<file path="config.mk">
export PLATFORM = sky130hd
export DESIGN_NAME = mult_share_sched
export DESIGN_NICKNAME = d
export VERILOG_FILES = /design/src/rtl/mult_share_sched.sv
export SDC_FILE = /design/constraint.sdc
export NUM_CORES = 1
export LEC_CHECK = 0
export CORE_MARGIN = 2
export CORE_UTILIZATION = 48
export CTS_CLUSTER_DIAMETER = 30
export CTS_CLUSTER_SIZE = 14
export DETAILED_ROUTE_END_ITERATION = 8
export PLACE_DENSITY_LB_ADDON = 0.12
export SETUP_SLACK_MARGIN = 0.1
export SLEW_MARGIN = 20
export SYNTH_ARGS = -nofsm -noshare
export SYNTH_HDL_FRONTEND = slang
export SYNTH_SLANG_ARGS = --single-unit
</file>
<file path="constraint.sdc">
create_clock -name clk -period 2.9 [get_ports clk]
set_input_delay 0.725 -clock clk [delete_from_list [all_inputs] [get_ports clk]]
set_output_delay 0.725 -clock clk [all_outputs]
set_load 0.01 [all_outputs]
</file>
<file path="src/rtl/mult_share_sched.sv">
// Round-robin front end sharing one sequential shift-add multiplier among N
// requesters; results come back tagged with the owning requester index.
module mult_share_sched #(
  parameter int N  = 4,
  parameter int M  = 8,
  parameter int NQ = 8,
  parameter int TW = 2
) (
  input  logic              clk,
  input  logic              rst_n,
  input  logic [N-1:0]      req_valid,
  output logic [N-1:0]      req_ready,
  input  logic [N*M-1:0]    req_d,
  input  logic [N*NQ-1:0]   req_q,
  output logic              res_valid,
  input  logic              res_ready,
  output logic [M+NQ-1:0]   res_prod,
  output logic [TW-1:0]     res_tag,
  output logic              busy
);

  localparam int CW = $clog2(NQ + 1);

  typedef enum logic [1:0] {IDLE, CALC, DONE} state_t;

  state_t          state;
  logic [TW-1:0]   ptr;
  logic [CW-1:0]   cnt;
  logic [M:0]      acc;
  logic [NQ-1:0]   qreg;
  logic [M-1:0]    d_reg;
  logic [TW-1:0]   tag;

  logic            found;
  logic [TW-1:0]   winner;
  logic [TW:0]     pos;
  logic [M:0]      sum;
  logic [M-1:0]    lane_d;
  logic [NQ-1:0]   lane_q;

  // Search from ptr upward, wrapping modulo N, for the first pending request.
  always_comb begin
    found  = 1'b0;
    winner = '0;
    pos    = '0;
    for (int i = 0; i < N; i++) begin
      pos = {1'b0, ptr} + (TW+1)'(i);
      if (pos >= (TW+1)'(N))
        pos = pos - (TW+1)'(N);
      if (!found && req_valid[pos[TW-1:0]]) begin
        found  = 1'b1;
        winner = pos[TW-1:0];
      end
    end
  end

  always_comb begin
    req_ready = '0;
    if (state == IDLE && found)
      req_ready = N'(1) << winner;
  end

  assign lane_d = req_d[winner*M +: M];
  assign lane_q = req_q[winner*NQ +: NQ];

  // acc[M] is always zero between steps, so adding the full register equals
  // adding the low M bits with a cleared carry.
  assign sum = acc + (qreg[0] ? {1'b0, d_reg} : '0);

  always_ff @(posedge clk or negedge rst_n) begin
    if (!rst_n) begin
      state     <= IDLE;
      ptr       <= '0;
      cnt       <= '0;
      acc       <= '0;
      qreg      <= '0;
      d_reg     <= '0;
      tag       <= '0;
      res_valid <= 1'b0;
      res_prod  <= '0;
      res_tag   <= '0;
      busy      <= 1'b0;
    end else begin
      case (state)
        IDLE: begin
          if (found) begin
            d_reg <= lane_d;
            qreg  <= lane_q;
            acc   <= '0;
            tag   <= winner;
            cnt   <= CW'(NQ);
            ptr   <= (winner == TW'(N-1)) ? '0 : winner + TW'(1);
            busy  <= 1'b1;
            state <= CALC;
          end
        end
        CALC: begin
          acc  <= {1'b0, sum[M:1]};
          qreg <= {sum[0], qreg[NQ-1:1]};
          cnt  <= cnt - CW'(1);
          // The final shift lands directly in the output register.
          if (cnt == CW'(1)) begin
            res_prod  <= {sum, qreg[NQ-1:1]};
            res_tag   <= tag;
            res_valid <= 1'b1;
            state     <= DONE;
          end
        end
        DONE: begin
          if (res_ready) begin
            res_valid <= 1'b0;
            busy      <= 1'b0;
            state     <= IDLE;
          end
        end
        default: begin
          res_valid <= 1'b0;
          busy      <= 1'b0;
          state     <= IDLE;
        end
      endcase
    end
  end

endmodule

</file>
# --- After elaboration in Yosys (flattened, before gate mapping) ---
# Cells that the tools add are included.
op_classes:
  muxes: 38
  shift: 3
  reduce_logical: 15
  n_mul: 0
  n_eq_ne: 7
  bitwise: 2
  n_addsub: 10
  magnitude_cmp: 8
  div: 0
ops:
  columns: ["cell", "n"]
  rows:
  - ["variable part select 32 x 6 -> 8 bit", 2]
  - ["2-to-1 mux 2 bit", 12]
  - ["case mux 9 bit (2 select lines)", 1]
  - ["2-to-1 mux 8 bit", 2]
  - ["case mux 8 bit (2 select lines)", 1]
  - ["less-than comparator 2 x 3 -> 1 bit (second input constant)", 4]
  - ["2-to-1 mux 1 bit", 11]
  - ["adder 9 x 8 -> 9 bit", 1]
  - ["greater-or-equal comparator 3 bit (second input constant)", 3]
  - ["2-to-1 mux 9 bit", 1]
  - ["AND reduction 3 bit", 3]
  - ["binary-select mux 1 bit (select 2 bit)", 4]
  - ["2-to-1 mux 4 bit", 2]
  - ["case mux 4 bit (2 select lines)", 1]
  - ["subtractor 2 x 1 -> 2 bit (second input constant)", 4]
  - ["adder 2 x 2 -> 3 bit (second input constant)", 2]
  - ["inequality test 2 bit (second input constant)", 3]
  - ["case mux 1 bit (3 select lines)", 2]
  - ["case mux 2 bit (3 select lines)", 1]
  - ["AND reduction 2 bit", 3]
  - ["== test 2 bit (second input constant)", 2]
  - ["== test 4 x 1 -> 1 bit (second input constant)", 1]
  - ["logical AND 1 bit", 4]
  - ["left shift 1 x 2 -> 4 bit (first input constant)", 1]
  - ["9 further kinds", 12]
totals:
  mem_bits_ro: 0
  reg_bits: 55
  mem_bits_rw: 0
  latch_bits: 0
  mem_count: 0

# --- Longest topological paths before layout ---
depth:
  word_depth: 17
  mapped_depth: 9
  mapped_depth_nobuf: 8

# --- Least setup slack after synthesis ---
# No wires, ideal clock.
synth_timing:
  path_type: "input to output"
  start: "in req_valid[0]"
  end: "out req_ready[0]"
  t_arrival_ns: 1.975
  cell_stages: 9
  path_buffers: 3
  slack_ns: 0.200
  required_time_ns: 2.175
  path_cell_list: "nor2b_2 o21ba_1 buf_4 nor2_8 buf_6 buf_6 inv_2 ha_1 and2_1"
synth_via:
  elab_chain_cells: 14
  elab_cells_between_ends: 25
synth_lines:
  columns: ["item", "line", "source"]
  rows:
  - ["start, declared", "11", "input logic [N-1:0] req_valid,"]
  - ["binary-select mux 1 bit (select 2 bit)", "50", "if (!found && req_valid[pos[TW-1:0]]) begin"]
  - ["2-to-1 mux 1 bit (implied by the code)", "50", null]
  - ["2-to-1 mux 1 bit", "50", null]
  - ["zero test 1 bit", "50", null]
  - ["logical AND 1 bit", "50", null]
  - ["2-to-1 mux 1 bit", "50", null]
  - ["zero test 1 bit", "50", null]
  - ["logical AND 1 bit", "50", null]
  - ["2-to-1 mux 1 bit", "50", null]
  - ["zero test 1 bit", "50", null]
  - ["logical AND 1 bit", "50", null]
  - ["2-to-1 mux 2 bit (*)", "50", null]
  - ["named net winner[1]", "35", "logic [TW-1:0] winner;"]
  - ["left shift 1 x 2 -> 4 bit (*)", "60", "req_ready = N'(1) << winner;"]
  - ["2-to-1 mux 4 bit (*)", "59", "if (state == IDLE && found)"]
  - ["end, declared", "12", "output logic [N-1:0] req_ready,"]
# Mark *: on every way through the listed nets, which the timed path passes. The rest lies on a longest branch. The select of a mux whose other input is x is not followed.

# --- Final worst setup path ---
layout_timing:
  start: "in req_valid[3]"
  end: "out req_ready[3]"
# Same word-level chain as after synthesis.

==> impl_metrics.tcl <==
set metrics [dict create \
    synth_cells 357 \
    root_buffer "clkbuf_8" \
    core-area_mm2 0.00672 \
    worstHoldPathType "register to register" \
    synthFlopType "dfrtp_1" \
    grt_max_degree 55 \
    globalRouteTotalUtil 0.229 \
    maxCapViolCount 0 \
    finalSetupTns_ns 0 \
    finalMaxSlewViolations 0 \
    crit_fanout 4 \
    powerDensity_mw_per_mm2 887 \
    grt_setup_unrepaired "no" \
    slew_headroom 0.406 \
    seqPwrFrac 0.332 \
    cpMostUsedCell "inv_2" \
    p_int_mw 2.48 \
    fin_crit_ns 2.72 \
    status "completed" \
    syn_nets 443 \
    largest_register_ffs 16 \
    rows 30 \
    gp_congestion 0.840 \
    swShare 0.391 \
    crit_type "primary input to primary output" \
    wl_per_cell_um 15.3 \
    slowest_stage "or3_4" \
    yosysTopAreaCell "dfrtp_1" \
    grt_pass1_wl_um 13900 \
    htreeDepth 2 \
    placed_cell_area_mm2 0.00447 \
    setup.worst_path.end_class "primary output" \
    die_width_um 87.0 \
    clk_path_buf_depth 2 \
    ios 95 \
    dr_total_vias 3024 \
    worst_setup_path_start_kind "primary input" \
    drt_iter0_drc 197 \
    irDropWorstVdd_mv 0.414 \
    top_register "res_prod" \
    ys_seq_area_frac 0.409 \
    worst_pin_slew_ns 0.891 \
    final_area_mm2 0.00458 \
    layout-drive-gt1-share 0.154 \
    worstSkewPairLatency_ns 0.31 \
    synth-xor-area-share 0.0106 \
    synth-edff-count 0 \
    synth_top_area_frac 0.409 \
    die_h_um 87.0 \
    dp_hpwl_um 6400 \
    port_buffers 94 \
    overflow 0 \
    yosys_warnings 0 \
    clock_sinks 54 \
    drc 0 \
    dieArea_mm2 0.00756 \
    synth_top_family_by_area "compound AO/OA/AOI/OAI gates" \
    fin_nets 553 \
    ant_nets 0 \
    clock_skew_ns 0.0106 \
    synth_simple_gate_area_frac 0.207 \
    synth_common_cells "nand2_1, dfrtp_1, o21ai_0" \
    ys_types 53 \
    syn-cell-area_mm2 0.00330 \
    area_growth_syn_to_layout_pct 38.7 \
    synth_compound_area_frac 0.214 \
    synthAdderAreaFrac 0.0591 \
    routed_via_density 5.52 \
    finalHoldViolations 0 \
    worstPathCellList "clkdlybuf4s15_1 > inv_2 > and2_4 > or3_4 > inv_2 > ha_2 > and2_1 > buf_2" \
    hold_depth 2 \
    clk_pin_slew_worst_paths_ns 0.09 \
    nFillCells 549 \
    synthMuxAreaShare 0.0587 \
    antenna_found_initial 0 \
    async_reset_ff_frac 1.00 \
    p_switching_mw 1.59 \
    start_util 0.492 \
    synth.ff_latch_count 54 \
    cts_buffers 5 \
    hold_buffers 0 \
    synth.avg_cell_area_um2 9.26 \
    drt-total-wl_um 8370 \
    cp.arrival_ns 1.99 \
    timing.fmax_mhz 368 \
    synth_area_leaders "dfrtp_1, nand2_1, ha_1, o21ai_0, mux2i_1" \
    required_ns 2.17 \
    r2r_cells 8 \
    power.share.combinational 0.546 \
    pwr-share-clk 0.122 \
    setup_viol 0 \
    leakage_nw 2.06 \
    synth_most_common_cell "nand2_1" \
    diodes 0 \
    cp_slowest_stage_delay_ns 0.41 \
    cts_tree "yes" \
    fin_crit_sh 0.937 \
    grt_pass1_vias 2901 \
    firstDrtPassIters 4 \
]
-- cell usage in the layout (no fill, tap or decap), types with 3 or more instances in the layout --
| master | n |
|---|---|
| a211oi_1 | 13 |
| a211oi_2 | 5 |
| a21boi_0 | 8 |
| a21o_1 | 4 |
| a21oi_1 | 16 |
| a221o_1 | 8 |
| and2_1 | 13 |
| and3_1 | 8 |
| buf_12 | 3 |
| buf_2 | 7 |
| buf_4 | 23 |
| clkbuf_8 | 5 |
| clkdlybuf4s50_1 | 85 |
| dfrtp_1 | 53 |
| ha_1 | 11 |
| ha_2 | 3 |
| inv_1 | 7 |
| inv_2 | 3 |
| mux2_2 | 7 |
| mux2i_1 | 10 |
| nand2_1 | 68 |
| nand2b_1 | 4 |
| nand3_1 | 13 |
| nor2_1 | 13 |
| nor3_1 | 4 |
| o21a_1 | 3 |
| o21ai_0 | 31 |
-- worst max-delay path, delay by kind of cell --
kind | cells | cell delay [ns]
adder cells (fa/ha/maj) | 1 | 0.15
buffers and inverters | 4 | 0.47
AND/OR/NAND/NOR | 3 | 0.64
-- metal layers --
metal,track usage,part of all wire,up-vias
met2,0.368,0.47,115
met1,0.330,0.46,1416
met3,0.0417,0.066,6
li1,-,-,1487
met5,0,0,-
met4,0.0341,0.0084,0
-- what timing repair did --
action / 4_1_cts / 5_1_grt
setup buffers: 1 / 0
setup endpoints to repair: 4 / 4
pin swaps: 2 / 2
gates resized for setup: 30 / 8
-- area by class of cell --
| type | count | area [um2] | area share |
|---|---|---|---|
| Multi-Input combinational cell | 275 | 1840 | 0.401 |
| Clock buffer | 7 | 76.3 | 0.0166 |
| Clock inverter | 1 | 30.0 | 0.00655 |
| Sequential cell | 54 | 1350 | 0.295 |
| Timing Repair Buffer | 121 | 1150 | 0.251 |
| Inverter | 10 | 37.5 | 0.00819 |
| Tap cell | 80 | 100 | 0.0218 |
-- through the flow --
step           power [mW]  hold WS [ns]   util  setup slack, ns  std cells
2_1_floorplan        2.76         0.429      -            0.200        357
3_3_place_gp         3.48         0.450  0.666           -0.549        539
3_5_place_dp         3.55         0.464  0.666           -0.609        539
4_1_cts              4.07         0.486  0.682            0.107        548
5_1_grt              4.40         0.499  0.682           0.0999        548
6_report             4.06         0.480  0.682            0.181        548
-- kinds of logic after synthesis --
kind of cell,Yosys count
and+or+nand+nor,138
AOI/OAI and AO/OA,100
DFF,54
buffers and inverters,28
muxes,18
adders and majority gates,15
xor gates and xnor gates,4
-- power by group through the flow --
stage               Sequential [mW]  Clock, mW  Combinational (mW)
finish                         1.35      0.497                2.22
detailed placement             1.36          0                2.19
global route                   1.40      0.535                2.46
CTS                            1.35      0.506                2.21
global placement               1.35          0                2.13
floorplan                      1.36          0                1.40
-- path summary, 6_finish.rpt --
kind,startpoint,to,slack [ns]
worst max-delay path,req_valid[3],req_ready[3],0.18
min in group asynchronous,rst_n,res_tag[1],0.52
max in group asynchronous,rst_n,ptr[1],1.87
worst min register to register,res_prod[0],res_prod[0],0.48
worst max register to register,qreg[0],acc[7],0.56
worst min-delay path,res_prod[0],res_prod[0],0.48
Note: power is estimated with default switching activity, not from simulation.
